File: config.mk
export PLATFORM = sky130hd
export DESIGN_NAME = serial_pattern_source
export DESIGN_NICKNAME = d
export VERILOG_FILES = /design/src/rtl/serial_src_pkg.sv /design/src/rtl/piso_shift_reg.sv /design/src/rtl/serial_pattern_source.sv
export SDC_FILE = /design/constraint.sdc
export NUM_CORES = 1
export LEC_CHECK = 0
export CAP_MARGIN = 25
export CORE_MARGIN = 2
export CORE_UTILIZATION = 44
export DETAILED_ROUTE_END_ITERATION = 6
export GPL_TIMING_DRIVEN = 0
export PLACE_DENSITY = 0.78
export SYNTH_ARGS = -nofsm -noshare
export SYNTH_HDL_FRONTEND = slang
export SYNTH_SLANG_ARGS = --single-unit
File: constraint.sdc
create_clock -name clk -period 3.75 [get_ports clk]
set_input_delay 1.125 -clock clk [delete_from_list [all_inputs] [get_ports clk]]
set_output_delay 1.125 -clock clk [all_outputs]
set_load 0.01 [all_outputs]
File: src/rtl/serial_src_pkg.sv
// Shared types and helpers for the serial pattern source.
// State encoding, counter width and word-length rule.
package serial_src_pkg;

  typedef enum logic {
    ST_IDLE,
    ST_SHIFT
  } state_e;

  localparam int WORD_CNT_W = 16;

  // Requested length 0 or above the word width means a full word.
  function automatic int unsigned eff_len(
    input int unsigned len,
    input int unsigned width
  );
    if (len == 0 || len > width) begin
      return width;
    end
    return len;
  endfunction

endpackage

File: src/rtl/piso_shift_reg.sv
// Parallel-in/serial-out register with a registered serial bit.
// Idle cycles drive the fill bit so the line rests at IDLE_BIT.
module piso_shift_reg #(
  parameter int W         = 8,
  parameter bit MSB_FIRST = 1'b1,
  parameter bit IDLE_BIT  = 1'b0,
  parameter int LENW      = 4
) (
  input  logic            clk,
  input  logic            clr,
  input  logic            load_en,
  input  logic            shift_en,
  input  logic [W-1:0]    load_data,
  input  logic [LENW-1:0] load_len,
  output logic            ser_out
);

  logic [W-1:0]    sr_q;
  logic [W-1:0]    sr_d;
  logic [W-1:0]    aligned;
  logic [LENW-1:0] shamt;
  logic            out_q;
  logic            out_d;

  // Align the word so its first bit sits at the exit end, then step.
  always_comb begin
    shamt   = LENW'(W) - load_len;
    aligned = MSB_FIRST ? (load_data << shamt) : load_data;
    sr_d    = sr_q;
    out_d   = IDLE_BIT;
    if (load_en) begin
      if (MSB_FIRST) begin
        out_d = aligned[W-1];
        sr_d  = {aligned[W-2:0], IDLE_BIT};
      end else begin
        out_d = aligned[0];
        sr_d  = {IDLE_BIT, aligned[W-1:1]};
      end
    end else if (shift_en) begin
      if (MSB_FIRST) begin
        out_d = sr_q[W-1];
        sr_d  = {sr_q[W-2:0], IDLE_BIT};
      end else begin
        out_d = sr_q[0];
        sr_d  = {IDLE_BIT, sr_q[W-1:1]};
      end
    end
  end

  // Shift register and output bit; clear wins over any load.
  always_ff @(posedge clk) begin
    if (clr) begin
      sr_q  <= '0;
      out_q <= IDLE_BIT;
    end else begin
      sr_q  <= sr_d;
      out_q <= out_d;
    end
  end

  assign ser_out = out_q;

endmodule

File: src/rtl/serial_pattern_source.sv
// Serial bit-stream source feeding a sequence detector.
// FSM, bit counter, repeat buffer and completed-word counter.
module serial_pattern_source
  import serial_src_pkg::*;
#(
  parameter int WIDTH     = 8,
  parameter bit MSB_FIRST = 1'b1,
  parameter bit IDLE_BIT  = 1'b0,
  parameter int LW        = $clog2(WIDTH + 1) + 1
) (
  input  logic                  clk,
  input  logic                  clr,
  input  logic                  load_valid,
  output logic                  load_ready,
  input  logic [WIDTH-1:0]      load_data,
  input  logic [LW-1:0]         load_len,
  input  logic                  repeat_en,
  output logic                  ser_out,
  output logic                  ser_valid,
  output logic                  word_done,
  output logic [WORD_CNT_W-1:0] word_count
);

  localparam int RW = $clog2(WIDTH + 1);

  state_e                state_q;
  state_e                state_d;
  logic [RW-1:0]         rem_q;
  logic [RW-1:0]         rem_d;
  logic [RW-1:0]         len_q;
  logic [RW-1:0]         len_d;
  logic [WIDTH-1:0]      word_q;
  logic [WIDTH-1:0]      word_d;
  logic                  ser_valid_q;
  logic                  ser_valid_d;
  logic                  word_done_q;
  logic                  word_done_d;
  logic [WORD_CNT_W-1:0] word_cnt_q;
  logic [WORD_CNT_W-1:0] word_cnt_d;

  logic [RW-1:0]         le;
  logic [RW-1:0]         ld_len;
  logic [WIDTH-1:0]      ld_word;
  logic                  last;
  logic                  accept;
  logic                  rpt;
  logic                  start;
  logic                  shift_en;

  // Next state: a new load beats a repeat, which beats going idle.
  always_comb begin
    le         = RW'(eff_len(32'(load_len), WIDTH));
    last       = (state_q == ST_SHIFT) && (rem_q == RW'(1));
    load_ready = (state_q == ST_IDLE) || last;
    accept     = load_valid && load_ready;
    rpt        = last && !accept && repeat_en;
    start      = accept || rpt;
    shift_en   = (state_q == ST_SHIFT) && !last;
    ld_word    = accept ? load_data : word_q;
    ld_len     = accept ? le : len_q;

    state_d     = state_q;
    rem_d       = rem_q;
    len_d       = len_q;
    word_d      = word_q;
    ser_valid_d = 1'b0;
    word_done_d = 1'b0;
    word_cnt_d  = word_cnt_q + WORD_CNT_W'(last);

    unique case (1'b1)
      start: begin
        state_d     = ST_SHIFT;
        rem_d       = ld_len;
        len_d       = ld_len;
        word_d      = ld_word;
        ser_valid_d = 1'b1;
        word_done_d = (ld_len == RW'(1));
      end
      shift_en: begin
        rem_d       = rem_q - RW'(1);
        ser_valid_d = 1'b1;
        word_done_d = (rem_q == RW'(2));
      end
      default: begin
        state_d = ST_IDLE;
        rem_d   = '0;
      end
    endcase
  end

  // Control registers; clear aborts any word in flight.
  always_ff @(posedge clk) begin
    if (clr) begin
      state_q     <= ST_IDLE;
      rem_q       <= '0;
      len_q       <= '0;
      word_q      <= '0;
      ser_valid_q <= 1'b0;
      word_done_q <= 1'b0;
      word_cnt_q  <= '0;
    end else begin
      state_q     <= state_d;
      rem_q       <= rem_d;
      len_q       <= len_d;
      word_q      <= word_d;
      ser_valid_q <= ser_valid_d;
      word_done_q <= word_done_d;
      word_cnt_q  <= word_cnt_d;
    end
  end

  piso_shift_reg #(
    .W        (WIDTH),
    .MSB_FIRST(MSB_FIRST),
    .IDLE_BIT (IDLE_BIT),
    .LENW     (RW)
  ) u_piso (
    .clk      (clk),
    .clr      (clr),
    .load_en  (start),
    .shift_en (shift_en),
    .load_data(ld_word),
    .load_len (ld_len),
    .ser_out  (ser_out)
  );

  assign ser_valid  = ser_valid_q;
  assign word_done  = word_done_q;
  assign word_count = word_cnt_q;

endmodule

==> results of run 1 <==
==> metal layers <==
layer	vias to the layer above	part of all wire	wire length (um)	track usage
li1	1028	-	-	-
met1	976	0.46	2429	0.2356
met2	34	0.49	2601	0.3158
met3	12	0.026	136	0.04118
met4	0	0.022	115	0.07818
met5	-	0	0	0
==> placed cells by master, fill, tap and decap left out, types with 4 or more instances in the layout <==
cell,count
dfxtp_1,43
nor2_1,35
clkdlybuf4s50_1,34
nand2_1,28
mux2i_1,21
a21oi_1,18
nand3_1,11
xor2_1,10
inv_1,7
clkbuf_1,7
nand4_1,7
ha_1,7
nor2b_1,6
clkbuf_8,5
nor3_1,4
nand2b_1,4
o21ai_0,4
or3_1,4
==> report_power, final <==
part           internal (uW)  switching (uW)  total (uW)
logic                   94.6             108         203
registers                476            14.7         491
clock network            266             166         432
total                    837             288        1130
==> final timing paths <==
path | start | endpoint | slack [ps] | depth (start not counted)
setup / recovery | load_len[4] | u_piso.sr_q[6] | 220 | 12
hold / removal | word_q[7] | word_q[7] | 470 | 2
setup reg to reg | rem_q[1] | u_piso.sr_q[6] | 620 | 14
hold reg to reg | word_q[7] | word_q[7] | 470 | 2
==> area by class of cell <==
cell class | instances | area (sq um) | share of cell area
clock buffers | 6 | 72.57 | 0.02472
inverters | 8 | 30.03 | 0.01023
repair buffers | 37 | 367.9 | 0.1253
flip-flops and latches | 43 | 860.8 | 0.2933
clock inverters | 2 | 60.06 | 0.02046
well taps | 70 | 87.58 | 0.02984
multi-input cells | 202 | 1381 | 0.4706
plain buffers | 13 | 75.07 | 0.02558
==> worst max-delay path, stage by stage <==
cell and delay [ps]:
clkdlybuf4s50_1 450, nor3b_1 220, clkbuf_4 270, mux2i_2 120
ha_1 250, nor2b_1 140, o221ai_1 270, o211ai_4 160
and2_1 180, buf_6 130, a221oi_1 300, a221oi_2 90
==> through the flow <==
step / std cells / hold WS, ps
floorplan: 266 / 435.7
global placement: 371 / 449.7
detailed placement: 371 / 457.9
CTS: 379 / 470.3
global route: 381 / 492.7
finish: 381 / 466.6
==> registers in the layout (all words and copies together), names as in the netlist <==
signal,count
rem_q,4
state_q,1
word_done,1
word_count,16
u_piso.ser_out,1
len_q,4
u_piso.sr_q,7
word_q,8
ser_valid,1
==> cells in the mapped netlist, types with 2 or more instances <==
library cell | n | area, sq um
a211oi_1 | 3 | 22.52
a21oi_1 | 19 | 95.09
a22oi_1 | 2 | 15.01
a31oi_1 | 3 | 18.77
a32oi_1 | 2 | 17.52
buf_2 | 5 | 25.02
clkbuf_1 | 6 | 22.52
dfxtp_1 | 43 | 860.8
ha_1 | 7 | 87.58
inv_1 | 7 | 26.28
mux2_2 | 3 | 33.78
mux2i_1 | 22 | 220.2
mux4_2 | 2 | 45.04
nand2_1 | 28 | 105.1
nand2b_1 | 4 | 25.02
nand3_1 | 11 | 55.05
nand4_1 | 7 | 43.79
nor2_1 | 35 | 131.4
nor2b_1 | 6 | 37.54
nor3_1 | 4 | 20.02
nor3b_1 | 2 | 15.01
o21ai_0 | 4 | 20.02
o221ai_1 | 2 | 17.52
or3_1 | 4 | 25.02
or3b_4 | 2 | 22.52
xnor2_1 | 3 | 26.28
xor2_1 | 10 | 87.58
==> cells by family (layout without fill, tap and decap cells) <==
group,count (synthesis),after routing,share of synthesized area
simple gates,109,109,0.2297
compound gates,46,46,0.1449
flops,43,43,0.3693
mux,27,27,0.1283
buf+inv,21,66,0.04133
xor+xnor,13,13,0.04885
fa+ha+maj,7,7,0.03757
==> timing repair <==
| action | 4_1_cts | 5_1_grt |
|---|---|---|
| buffers inserted | 0 | 2 |
| setup endpoints to repair | 5 | 5 |
| cloned | 0 | 0 |
| gates resized for setup | 4 | 2 |
==> key figures, run 1 <==
Pwr
  – Overall power: 1126 uW
  – Pwr dens: 383.4 mW/mm^2
  – Lkg Pwr: 0.001075 uW
  – Maximum vdd drop: 0.2165 mV

Die
  – I/O pin count: 37
  – DIE WIDTH: 76.79 um
  – Cell row count: 26
  – Initial Util: 0.4564
  – CORE AREA: 0.005107 sq mm
  – Die H: 76.79 um
  – Die ar.: 0.005896 sq mm

Global route
  – First-pass GRT wire length: 8.963 mm
  – GR Overflow Total: 0
  – Initial antenna violation count: 0
  – Vias in the first global route: 1952
  – Total GRT Usage: 0.1891
  – Largest net degree at the start of global routing: 14

Clock network
  – Root buffer cell: clkbuf_8
  – Hold_buf cts: 0
  – TritonCTS Buffers: 5
  – Worst-skew pair later-pin latency: 300 ps
  – Number of H-tree levels: 2
  – Clk sinks: 43
  – CTS tree: done
  – Worst-case clock buffer depth: 2
  – Clock transition at path regs: 80 ps

Hold path
  – Min-Delay Path Class: reg -> reg

Cells and area
  – Core Util, Final: 0.5747
  – Design area: 0.002935 sq mm
  – Layout fillers: 479
  – Diode count: 0
  – Fraction of layout cells with a size suffix above 1: 0.1029
  – Area Overhead vs Synth: 25.93%
  – Final #Nets: 334

Worst setup path
  – Worst path required time: 3920 ps
  – Worst endpoint data arrival time: 3700 ps
  – Setup crit end kind: flip-flop
  – Crit Path Max Fanout: 10
  – Element type at the critical path start: input port
  – Crit path kind: in -> reg

Place
  – Placed inst area: 0.002769 sq mm
  – Hpwl dp: 3.877 mm
  – Port-buffer cells: 35
  – Pre-CTS setup slack: -456.3 ps
  – RD Place Congestion: 0.8603

Yosys
  – Sequential share of the synthesized area: 0.3693
  – Ys flop type: dfxtp_1
  – Synthesized net count: 290
  – Synthesis Warnings: 0
  – Async S/R FF share, synth: 0
  – Netlist cell types: 47
  – Post-Synthesis Cells: 266
  – Mapped Area: 0.002331 sq mm
  – Number of synthesized register bits: 43
  – Syn_area_per_cell: 8.763 sq um
  – Number of synthesized flops with an enable pin: 0

Routing
  – DR vias: 2050
  – Via/cell ratio: 5.381
  – DRC violations left: 0
  – WL final: 5.283 mm
  – Initial DRC count: 143
  – DRT Pass-1 Iters: 4
  – ANT nets after route: 0
  – WL/cell: 13.87 um

Timing
  – Hold Vio Cnt, Final: 0
  – Worst Skew: 1.612 ps
  – Slew @ Worst Pin: 572.6 ps
  – Max_slew headroom: 0.6168
  – Slack of the critical path: 221.1 ps
  – Tmin final: 3529 ps
  – Max Clk Rate: 283.4 MHz
  – Period utilization: 0.9410
  – Setup TNS: 0 ps
  – Final setup fails: 0
  – RSZ-0062 raised after global routing: false
  – Final Max Tran Viols: 0

Flow run
  – Max_cap viols: 0

Run status
  – Outcome: completed
(Power assumes the default switching activity.)
==> run 2, diff against run 1 <==
--- a/config.mk
+++ b/config.mk
@@ -8,6 +8,7 @@
 export CAP_MARGIN = 25
 export CORE_MARGIN = 2
 export CORE_UTILIZATION = 44
+export CTS_CLUSTER_DIAMETER = 100
 export DETAILED_ROUTE_END_ITERATION = 6
 export GPL_TIMING_DRIVEN = 0
 export PLACE_DENSITY = 0.78
==> results of run 2 <==
The final DEF is identical to that of run 1; final timing and power are the same.
==> run 3, diff against run 2 <==
--- a/config.mk
+++ b/config.mk
@@ -5,7 +5,7 @@
 export SDC_FILE = /design/constraint.sdc
 export NUM_CORES = 1
 export LEC_CHECK = 0
-export CAP_MARGIN = 25
+export CAP_MARGIN = 20
 export CORE_MARGIN = 2
 export CORE_UTILIZATION = 44
 export CTS_CLUSTER_DIAMETER = 100
==> results of run 3 <==
The final DEF is identical to that of run 1; final timing and power are the same.
